`config.mk`:
```
export PLATFORM = sky130hd
export DESIGN_NAME = instr_prefetch
export DESIGN_NICKNAME = d
export VERILOG_FILES = /design/src/rtl/instr_prefetch.sv
export SDC_FILE = /design/constraint.sdc
export NUM_CORES = 1
export LEC_CHECK = 0
export ABC_AREA = 1
export CORE_MARGIN = 4
export CORE_UTILIZATION = 40
export DETAILED_ROUTE_END_ITERATION = 6
export HOLD_SLACK_MARGIN = 0.06
export SLEW_MARGIN = 20
export SYNTH_ARGS = -nofsm -noshare
export SYNTH_HDL_FRONTEND = slang
export SYNTH_SLANG_ARGS = --single-unit
export TNS_END_PERCENT = 1
```
`constraint.sdc`:
```
create_clock -name clk -period 25.5 [get_ports clk]
set_input_delay 5.1 -clock clk [delete_from_list [all_inputs] [get_ports clk]]
set_output_delay 5.1 -clock clk [all_outputs]
set_load 0.05 [all_outputs]
```
`src/rtl/instr_prefetch.sv`:
```
// Instruction prefetch buffer: 16-byte queue filled from a 64-bit instruction memory,
// presents one variable-length instruction at a time. Optional INSTR_PREFETCH_STATS_EN adds counters.
module instr_prefetch (
   input  logic        clk,
   input  logic        reset,
   input  logic        redirect,
   input  logic [63:0] redirect_addr,
   output logic        mem_req,
   output logic [63:0] mem_addr,
   input  logic        mem_ack,
   input  logic [63:0] mem_data,
   input  logic        mem_err,
   output logic        ins_valid,
   output logic [79:0] ins_bytes,
   output logic [3:0]  ins_len,
   output logic [63:0] ins_addr,
   output logic        ins_err,
   input  logic        ins_take
`ifdef INSTR_PREFETCH_STATS_EN
   ,
   output logic [63:0] insn_count,
   output logic [63:0] stall_cycles
`endif
);

   typedef enum logic [1:0] {IDLE, RUN, DRAIN, ERR} state_t;

   state_t         state;
   logic [127:0]   q_reg;
   logic [4:0]     count_reg;
   logic [63:0]    head_pc;
   logic [63:0]    fetch_addr;
   logic [2:0]     offset_reg;

   logic [3:0]     head_len;
   logic           normal_valid;
   logic           err_present;
   logic           take_fire;
   logic           ack_fire;
   logic           enq;
   logic [3:0]     load_len;
   logic [4:0]     deq;
   logic [4:0]     c1;
   logic [63:0]    word;
   logic [127:0]   q_next;
   logic [4:0]     count_next;

   function automatic logic [3:0] icode_len(input logic [3:0] ic);
      case (ic)
         4'h0, 4'h1, 4'h9:       icode_len = 4'd1;
         4'h2, 4'h6, 4'hA, 4'hB: icode_len = 4'd2;
         4'h7, 4'h8:             icode_len = 4'd9;
         4'h3, 4'h4, 4'h5:       icode_len = 4'd10;
         default:                icode_len = 4'd1;
      endcase
   endfunction

   assign head_len     = icode_len(q_reg[7:4]);
   assign normal_valid = (count_reg >= {1'b0, head_len});
   // A fetch error only surfaces once every complete instruction ahead of it is gone.
   assign err_present  = (state == ERR) && !normal_valid;
   assign ins_valid    = normal_valid || err_present;
   assign ins_err      = err_present;
   assign ins_len      = err_present ? 4'd1 : (normal_valid ? head_len : 4'd0);
   assign ins_addr     = head_pc;

   genvar gi;
   generate
      for (gi = 0; gi < 10; gi++) begin : g_bytes
         assign ins_bytes[8*gi +: 8] = (normal_valid && (4'(gi) < head_len)) ? q_reg[8*gi +: 8] : 8'h00;
      end
   endgenerate

   assign load_len = 4'd8 - {1'b0, offset_reg};
   assign mem_req  = (state == DRAIN) ||
                     ((state == RUN) && (({1'b0, count_reg} + {2'b00, load_len}) <= 6'd16));
   assign mem_addr = fetch_addr;

   assign take_fire = ins_take && normal_valid && !redirect;
   assign ack_fire  = mem_ack && mem_req;
   assign enq       = ack_fire && !mem_err && (state == RUN);

   // Dequeue first, then append the new word right behind the surviving bytes.
   always_comb begin
      deq        = take_fire ? {1'b0, head_len} : 5'd0;
      c1         = count_reg - deq;
      word       = mem_data >> {offset_reg, 3'b000};
      q_next     = q_reg >> {deq, 3'b000};
      count_next = c1;
      if (enq) begin
         q_next     = q_next | ({64'd0, word} << {c1, 3'b000});
         count_next = c1 + {1'b0, load_len};
      end
   end

   always_ff @(posedge clk or posedge reset) begin
      if (reset) begin
         state      <= IDLE;
         q_reg      <= '0;
         count_reg  <= '0;
         head_pc    <= '0;
         fetch_addr <= '0;
         offset_reg <= '0;
      end else if (redirect) begin
         q_reg     <= '0;
         count_reg <= '0;
         head_pc   <= redirect_addr;
         if (mem_req && !mem_ack) begin
            state <= DRAIN;
         end else begin
            state      <= RUN;
            fetch_addr <= {redirect_addr[63:3], 3'b000};
            offset_reg <= redirect_addr[2:0];
         end
      end else begin
         case (state)
            DRAIN: begin
               // head_pc already holds the redirect target while the stale word drains.
               if (mem_ack) begin
                  state      <= RUN;
                  fetch_addr <= {head_pc[63:3], 3'b000};
                  offset_reg <= head_pc[2:0];
               end
            end
            RUN, ERR: begin
               q_reg     <= q_next;
               count_reg <= count_next;
               if (take_fire)
                  head_pc <= head_pc + {60'd0, head_len};
               if (ack_fire && (state == RUN)) begin
                  if (mem_err) begin
                     state <= ERR;
                  end else begin
                     fetch_addr <= fetch_addr + 64'd8;
                     offset_reg <= '0;
                  end
               end
            end
            default: ;
         endcase
      end
   end

`ifdef INSTR_PREFETCH_STATS_EN
   always_ff @(posedge clk or posedge reset) begin
      if (reset) begin
         insn_count   <= '0;
         stall_cycles <= '0;
      end else begin
         if (take_fire)
            insn_count <= insn_count + 64'd1;
         if ((state == RUN) && !ins_valid)
            stall_cycles <= stall_cycles + 64'd1;
      end
   end
`endif

endmodule

```
==> reports/metrics.cfg, run 1 <==
[final_layout]
layout.cells.non_filler=5348
final_area_mm2=0.02987
drive_above_1_share_pct=3.769
area_growth_syn_to_layout_pct=19.97
nNetsFinal=4638
diodes=0
largest_reg_flops=128

[min_path]
hold-path-endpoint=q_reg[86]
min_from=q_reg[86]
hp-class=register to register
hold_depth=2

[synthesis]
avgSynthCellArea_um2=5.775
synth.most_common_cell=nand2_1
synth.distinct_cells=53
yosys-top-cells-area=dfrtp_1 26%, nand2_1 24%, nand3_1 9.4%, inv_1 6.0%, o21ai_0 5.8%
async_flop_share_pct=100.0
yosys-top-cells-count=1619 x nand2_1, 467 x nand3_1, 399 x inv_1, 331 x nor2_1, 290 x o21ai_0
synthesis.area_mm2=0.02490
ys_ff_latch=263
synthCells=4312
synth-seq-area-share_pct=26.43
yosys.area.top_type_share_pct=26.43
yosys_warnings=0
yosys.area.top_type=dfrtp_1
synth-main-ff-cell=dfrtp_1
synth_edf_count=0

[route]
drc_errors=0
wl_um=121200
routed_via_density=5.669
firstDrtPassIters=7
first_iter_violations=2805
wl_per_cell_um=22.66
vias=30320
detail-route-antenna-nets=0

[floorplan]
initial_utilization_pct=40.35
die_x_um=257.5
die_h_um=257.5
num_io_pins=349
coreArea_mm2=0.06171
die-area_mm2=0.06631
fp-row-count=91

[timing]
slew_headroom_pct=21.19
fin_worst_skew_ns=0.02718
period_needed_ns=10.47
timing.setup.tns_ns=0
worst_slew_pin_slew_ns=1.170
setup_viol=0
slew_viol_final=0
max_freq_mhz=95.48
finalHoldViolCount=0
finalCritPeriodShare_pct=41.07
rsz0062_at_grt=false

[critical_path]
r2r_start=q_reg[5]
worst_setup_path_start_kind=input port
r2r_end=q_reg[116]
crit_type=input port to register
r2r_cells=27
end_kind=register
worstPathArrival_ns=10.93
startpoint=ins_take
required_ns=25.96
path_max_fanout=79
r2r_slack_ns=17.95

[cts]
cts_max_level=2
clk_latency_ns=0.58
cts_tree=built
cts-buffers-inserted=36
clk_pin_slew_ns=0.06
numClockSinks=263
postCtsSetupRepairBufs=0
cts_root_buffer=clkbuf_16
cts-resized-gates=0
cts_hold_buf=0
cts.path.max_buffers=3

[global_routing]
grt_overflow=0
grt_pass1_wl_um=179800
antenna_found_initial=1
grtUsageTotal_pct=35.23
grt_pass1_vias=29220
grt_max_degree=86

[power]
total_power_mw=3.887
leakage_nw=13.58
powerDensity_mw_per_mm2=130.1
worst_ir_drop_vdd_uv=93.85

[placed_design]
port_buffers=344
gp_congestion=0.9775
placed_area_mm2=0.02872
dp_hpwl_um=89920
dpl.cell_count=5284

[run]
maxCapViolCount=0

[run_status]
status=finished clean

## power breakdown
part | internal, mW | switching (mW)
Clock | 0.300 | 0.214
Sequential | 0.552 | 0.244
Combinational | 0.721 | 1.85
Total | 1.57 | 2.31
## cells in the final DEF (no fill, tap or decap), drive strengths merged, types with 16 or more instances in the layout
master,netlist,final
a21oi,98,98
nand4,158,158
nand3,471,471
nor4,26,26
nand2,1627,1627
dfrtp,263,263
o21ai,328,328
clkdlybuf4s50,0,343
o211ai,52,52
xor2,79,79
nor3,70,70
or2,33,33
ha,16,16
clkbuf,142,56
inv,403,402
buf,110,41
o221ai,18,18
nor2,337,337
## per-layer routing
metal / GRT usage, % / wire length [um] / share of wire, % / vias up
li1: - / - / - / 14350
met3: 4.458 / 7052 / 5.8 / 409
met5: 0 / 11 / 0.0091 / -
met1: 38.92 / 43550 / 36 / 14240
met4: 29.92 / 12580 / 10 / 2
met2: 60.10 / 57970 / 48 / 1321
## how the worst max path moves through the flow
stage / end / cells past startpoint
finish: q_reg[116] / 18
global route: q_reg[122] / 18
floorplan: count_reg[0] / 1
CTS: q_reg[116] / 18
global placement: q_reg[116] / 18
detailed placement: q_reg[116] / 18
## layout make-up
cell class / instances / area [um^2]
timing repair buffer: 384 / 3739
fill: 6672 / 31840
clock inverter: 8 / 72.57
inverter: 407 / 1538
clock buffer: 56 / 1077
sequential: 263 / 6583
multi-input combinational: 3393 / 15820
tap: 837 / 1047
## through the flow
stage / setup WS [ns] / util [%] / hold WS [ns]
after detailed placement: 14.63 / 46.54 / 0.4654
after floorplan: 13.16 / - / 0.4488
after CTS: 15.20 / 48.41 / 0.4817
after global placement: 14.58 / 46.54 / 0.4626
after global routing: 14.63 / 48.41 / 0.5109
final: 15.03 / 48.41 / 0.4777
## logic make-up after synthesis
kind of cell	Yosys count	synth area share [%]
flip-flops	263	26.43
adder cells (fa/ha/maj)	19	1.045
other	1	0.01506
AND/OR/NAND/NOR	2738	46.79
buffers and inverters	659	10.42
AO/OA/AOI/OAI	539	12.02
XOR/XNOR	93	3.271
## worst max-delay path: stages
cell and delay [ns]:
clkdlybuf4s50_1 0.58, nand3_4 0.08, buf_4 0.37, nor2_4 0.15, buf_4 0.73, ha_2 0.34
inv_1 0.06, a211o_1 0.29, xor2_2 0.12, buf_4 0.44, clkinv_1 0.12, buf_4 0.32
nand2_1 0.86, clkinv_1 0.73, a21oi_1 0.34, o21ai_0 0.12, nand2_1 0.07, nand2_1 0.05
Note: power is estimated with default switching activity, not from simulation.
==> inputs of run 2 (changes only) <==
==> constraint.sdc (replaced) <==
create_clock -name clk -period 8.7 [get_ports clk]
set_input_delay 1.74 -clock clk [delete_from_list [all_inputs] [get_ports clk]]
set_output_delay 1.74 -clock clk [all_outputs]
set_load 0.05 [all_outputs]
==> run 2 against run 1 <==
Combinational power rose to 3.0 times the previous value; largest cell class unchanged; final area rose by 0.18%; critical endpoint is now ins_bytes[52]; count of clock-buffer cells in the layout fell by 12; cell count barely moved; sequential power rose to 2.9 times the previous value; total power rose to 3.0 times the previous value; worst hold slack improved by 0.00061 ns; via count barely moved; largest power group unchanged; die area did not move; setup slack got worse by 13 ns; register-to-register slack got worse by 16 ns; clock skew rose by 0.020 ns.
==> reports/metrics.cfg, run 2 (same netlist as run 1, synthesis figures left out) <==
[floorplan]
num_io_pins=349  ; unchanged
die_h_um=257.5  ; unchanged
die-area_mm2=0.06631  ; unchanged
initial_utilization_pct=40.35  ; unchanged
fp-row-count=91  ; unchanged
die_x_um=257.5  ; unchanged
coreArea_mm2=0.06171  ; unchanged

[global_routing]
grt_pass1_wl_um=180200  ; +0.27%
grtUsageTotal_pct=35.19  ; about the same
grt_overflow=0  ; unchanged
grt_max_degree=175  ; +100%
antenna_found_initial=3  ; +2
grt_pass1_vias=29370  ; +0.50%

[power]
p_switching_mw=6.960  ; +200%
clkPwrFrac_pct=13.3  ; about the same
powerDensity_mw_per_mm2=387.5  ; +200%
combPwrFrac_pct=66.7  ; +0.4 points
seqPwrFrac_pct=20.0  ; -0.5 points
switching_share_pct=60.02  ; +0.50 points
leakage_nw=13.61  ; +0.20%
worst_ir_drop_vdd_uv=284.6  ; +200%
p_int_mw=4.636  ; +190%

[cts]
postCtsSetupRepairBufs=0  ; unchanged
clk_pin_slew_ns=0.06  ; about the same
cts.path.max_buffers=3  ; unchanged
cts_root_buffer=clkbuf_16
cts-resized-gates=0  ; unchanged
cts_max_level=2  ; unchanged
cts_hold_buf=0  ; unchanged
numClockSinks=263  ; unchanged
clk_latency_ns=0.59  ; about the same
cts-buffers-inserted=35  ; -2.8%
cts_tree=built

[critical_path]
path_max_fanout=30  ; -62%
worstPathArrival_ns=4.87  ; -6.06 ns
worst_setup_path_start_kind=register
required_ns=6.96  ; -19.00 ns
end_kind=output port
crit_type=register to output port

[route]
detail-route-antenna-nets=0  ; unchanged
first_iter_violations=2885  ; +2.9%
wl_per_cell_um=22.77  ; +0.49%
routed_via_density=5.665  ; about the same
wl_um=121800  ; +0.51%
firstDrtPassIters=7  ; unchanged
vias=30300  ; -0.063%
drc_errors=0  ; unchanged

[final_layout]
drive_above_1_share_pct=3.946  ; +0.18 points
nNetsFinal=4639  ; +0.022%
area_growth_syn_to_layout_pct=20.19
largest_reg_flops=128  ; unchanged
nFillCells=6705  ; +0.49%
layout.cells.most_common_list=1618 x nand2_1, 467 x nand3_1, 394 x inv_1, 343 x clkdlybuf4s50_1, 326 x nor2_1
layout_commonest_cell=nand2_1

[timing]
slew_headroom_pct=20.70  ; -0.50 points
holdWs_ns=0.4784  ; +0.0006090 ns
fin_worst_skew_ns=0.04693  ; +0.01975 ns
period_needed_ns=6.611
worst_slack_ns=2.089  ; -12.94 ns
setup_viol=0  ; unchanged
timing.setup.tns_ns=0  ; unchanged
rsz0062_at_grt=false
finalCritPeriodShare_pct=75.99
worst_slew_pin_slew_ns=1.177  ; +0.007360 ns
slew_viol_final=0  ; unchanged
max_freq_mhz=151.3
finalHoldViolCount=0  ; unchanged

[placed_design]
preCtsSetupSlack_ns=2.106  ; -12.52 ns
dp_hpwl_um=90750  ; +0.92%
gp_congestion=1.002  ; +2.5%
port_buffers=344  ; unchanged

[run]
maxCapViolCount=0  ; unchanged

[run_status]
status=finished clean

[min_path]
hp-class=register to register

## run 2: cell count changes in the layout (fill, tap and decap cells not counted), sizes merged
cell,change
clkinv,+7
bufinv,+2
clkinvlp,+2
diode,+1
inv,-1
clkbuf,-12
buf,+2
## run 2: layer usage
layer	vias up	part of all wire (%)	wire [um]	GRT usage (%)
met4	2	10	12260	28.92
met1	14250	36	44210	38.60
met3	403	5.8	7121	4.921
met5	-	0.0099	12	0
li1	14350	-	-	-
met2	1293	48	58160	60.50
## run 2: path summary, 6_finish.rpt
kind	from	endpoint	slack, ns	depth (start not counted)
worst max-delay path	q_reg[4]	ins_bytes[52]	2.09	17
worst min-delay path	q_reg[42]	q_reg[42]	0.48	2
worst max register to register	q_reg[4]	q_reg[2]	2.33	27
worst min register to register	q_reg[42]	q_reg[42]	0.48	2
max in group asynchronous	reset	q_reg[32]	5.41	3
min in group asynchronous	reset	ins_addr[37]	1.72	2
## run 2: final cells by class
| class | count | area (um^2) | area share, % |
|---|---|---|---|
| sequential | 263 | 6583 | 21.99 |
| clock buffer | 44 | 980.9 | 3.278 |
| timing repair buffer | 386 | 3779 | 12.63 |
| antenna | 1 | 2.502 | 0.008361 |
| multi-input combinational | 3393 | 15820 | 52.85 |
| tap | 837 | 1047 | 3.499 |
| inverter | 407 | 1533 | 5.121 |
| clock inverter | 18 | 186.4 | 0.6229 |
## run 2: worst max-delay path: stages, from the launching register on
cell	delay, ns
dfrtp_1	0.47
nand2_1	0.10
nand2_1	0.10
nand2_1	0.07
nand2_2	0.28
ha_1	0.30
inv_1	0.07
nand2_1	0.05
a21oi_1	0.12
nand2_1	0.08
nand2_1	0.07
nand3_2	0.36
inv_1	0.23
nor2_1	0.12
inv_1	0.74
buf_4	0.33
nor2_1	0.10
clkdlybuf4s50_1	0.72
## run 2: stage by stage
| stage | instances | total power [mW] | utilization (%) | cell area (um^2) |
|---|---|---|---|---|
| after global routing | 5348 | 12.27 | 48.49 | 29930 |
| final | 5349 | 11.60 | 48.50 | 29930 |
| after global placement | 5286 | 9.927 | 46.60 | 28760 |
| after CTS | 5348 | 11.49 | 48.49 | 29930 |
| after detailed placement | 5286 | 9.919 | 46.60 | 28760 |
| after floorplan | 4315 | 7.194 | - | 24920 |
## run 2: power by group through the flow
stage	registers [mW]	clock network (mW)	logic (mW)
6_report	2.32	1.54	7.73
2_1_floorplan	2.91	0	4.28
3_3_place_gp	2.32	0	7.61
3_5_place_dp	2.30	0	7.61
5_1_grt	2.36	1.60	8.31
4_1_cts	2.30	1.55	7.64
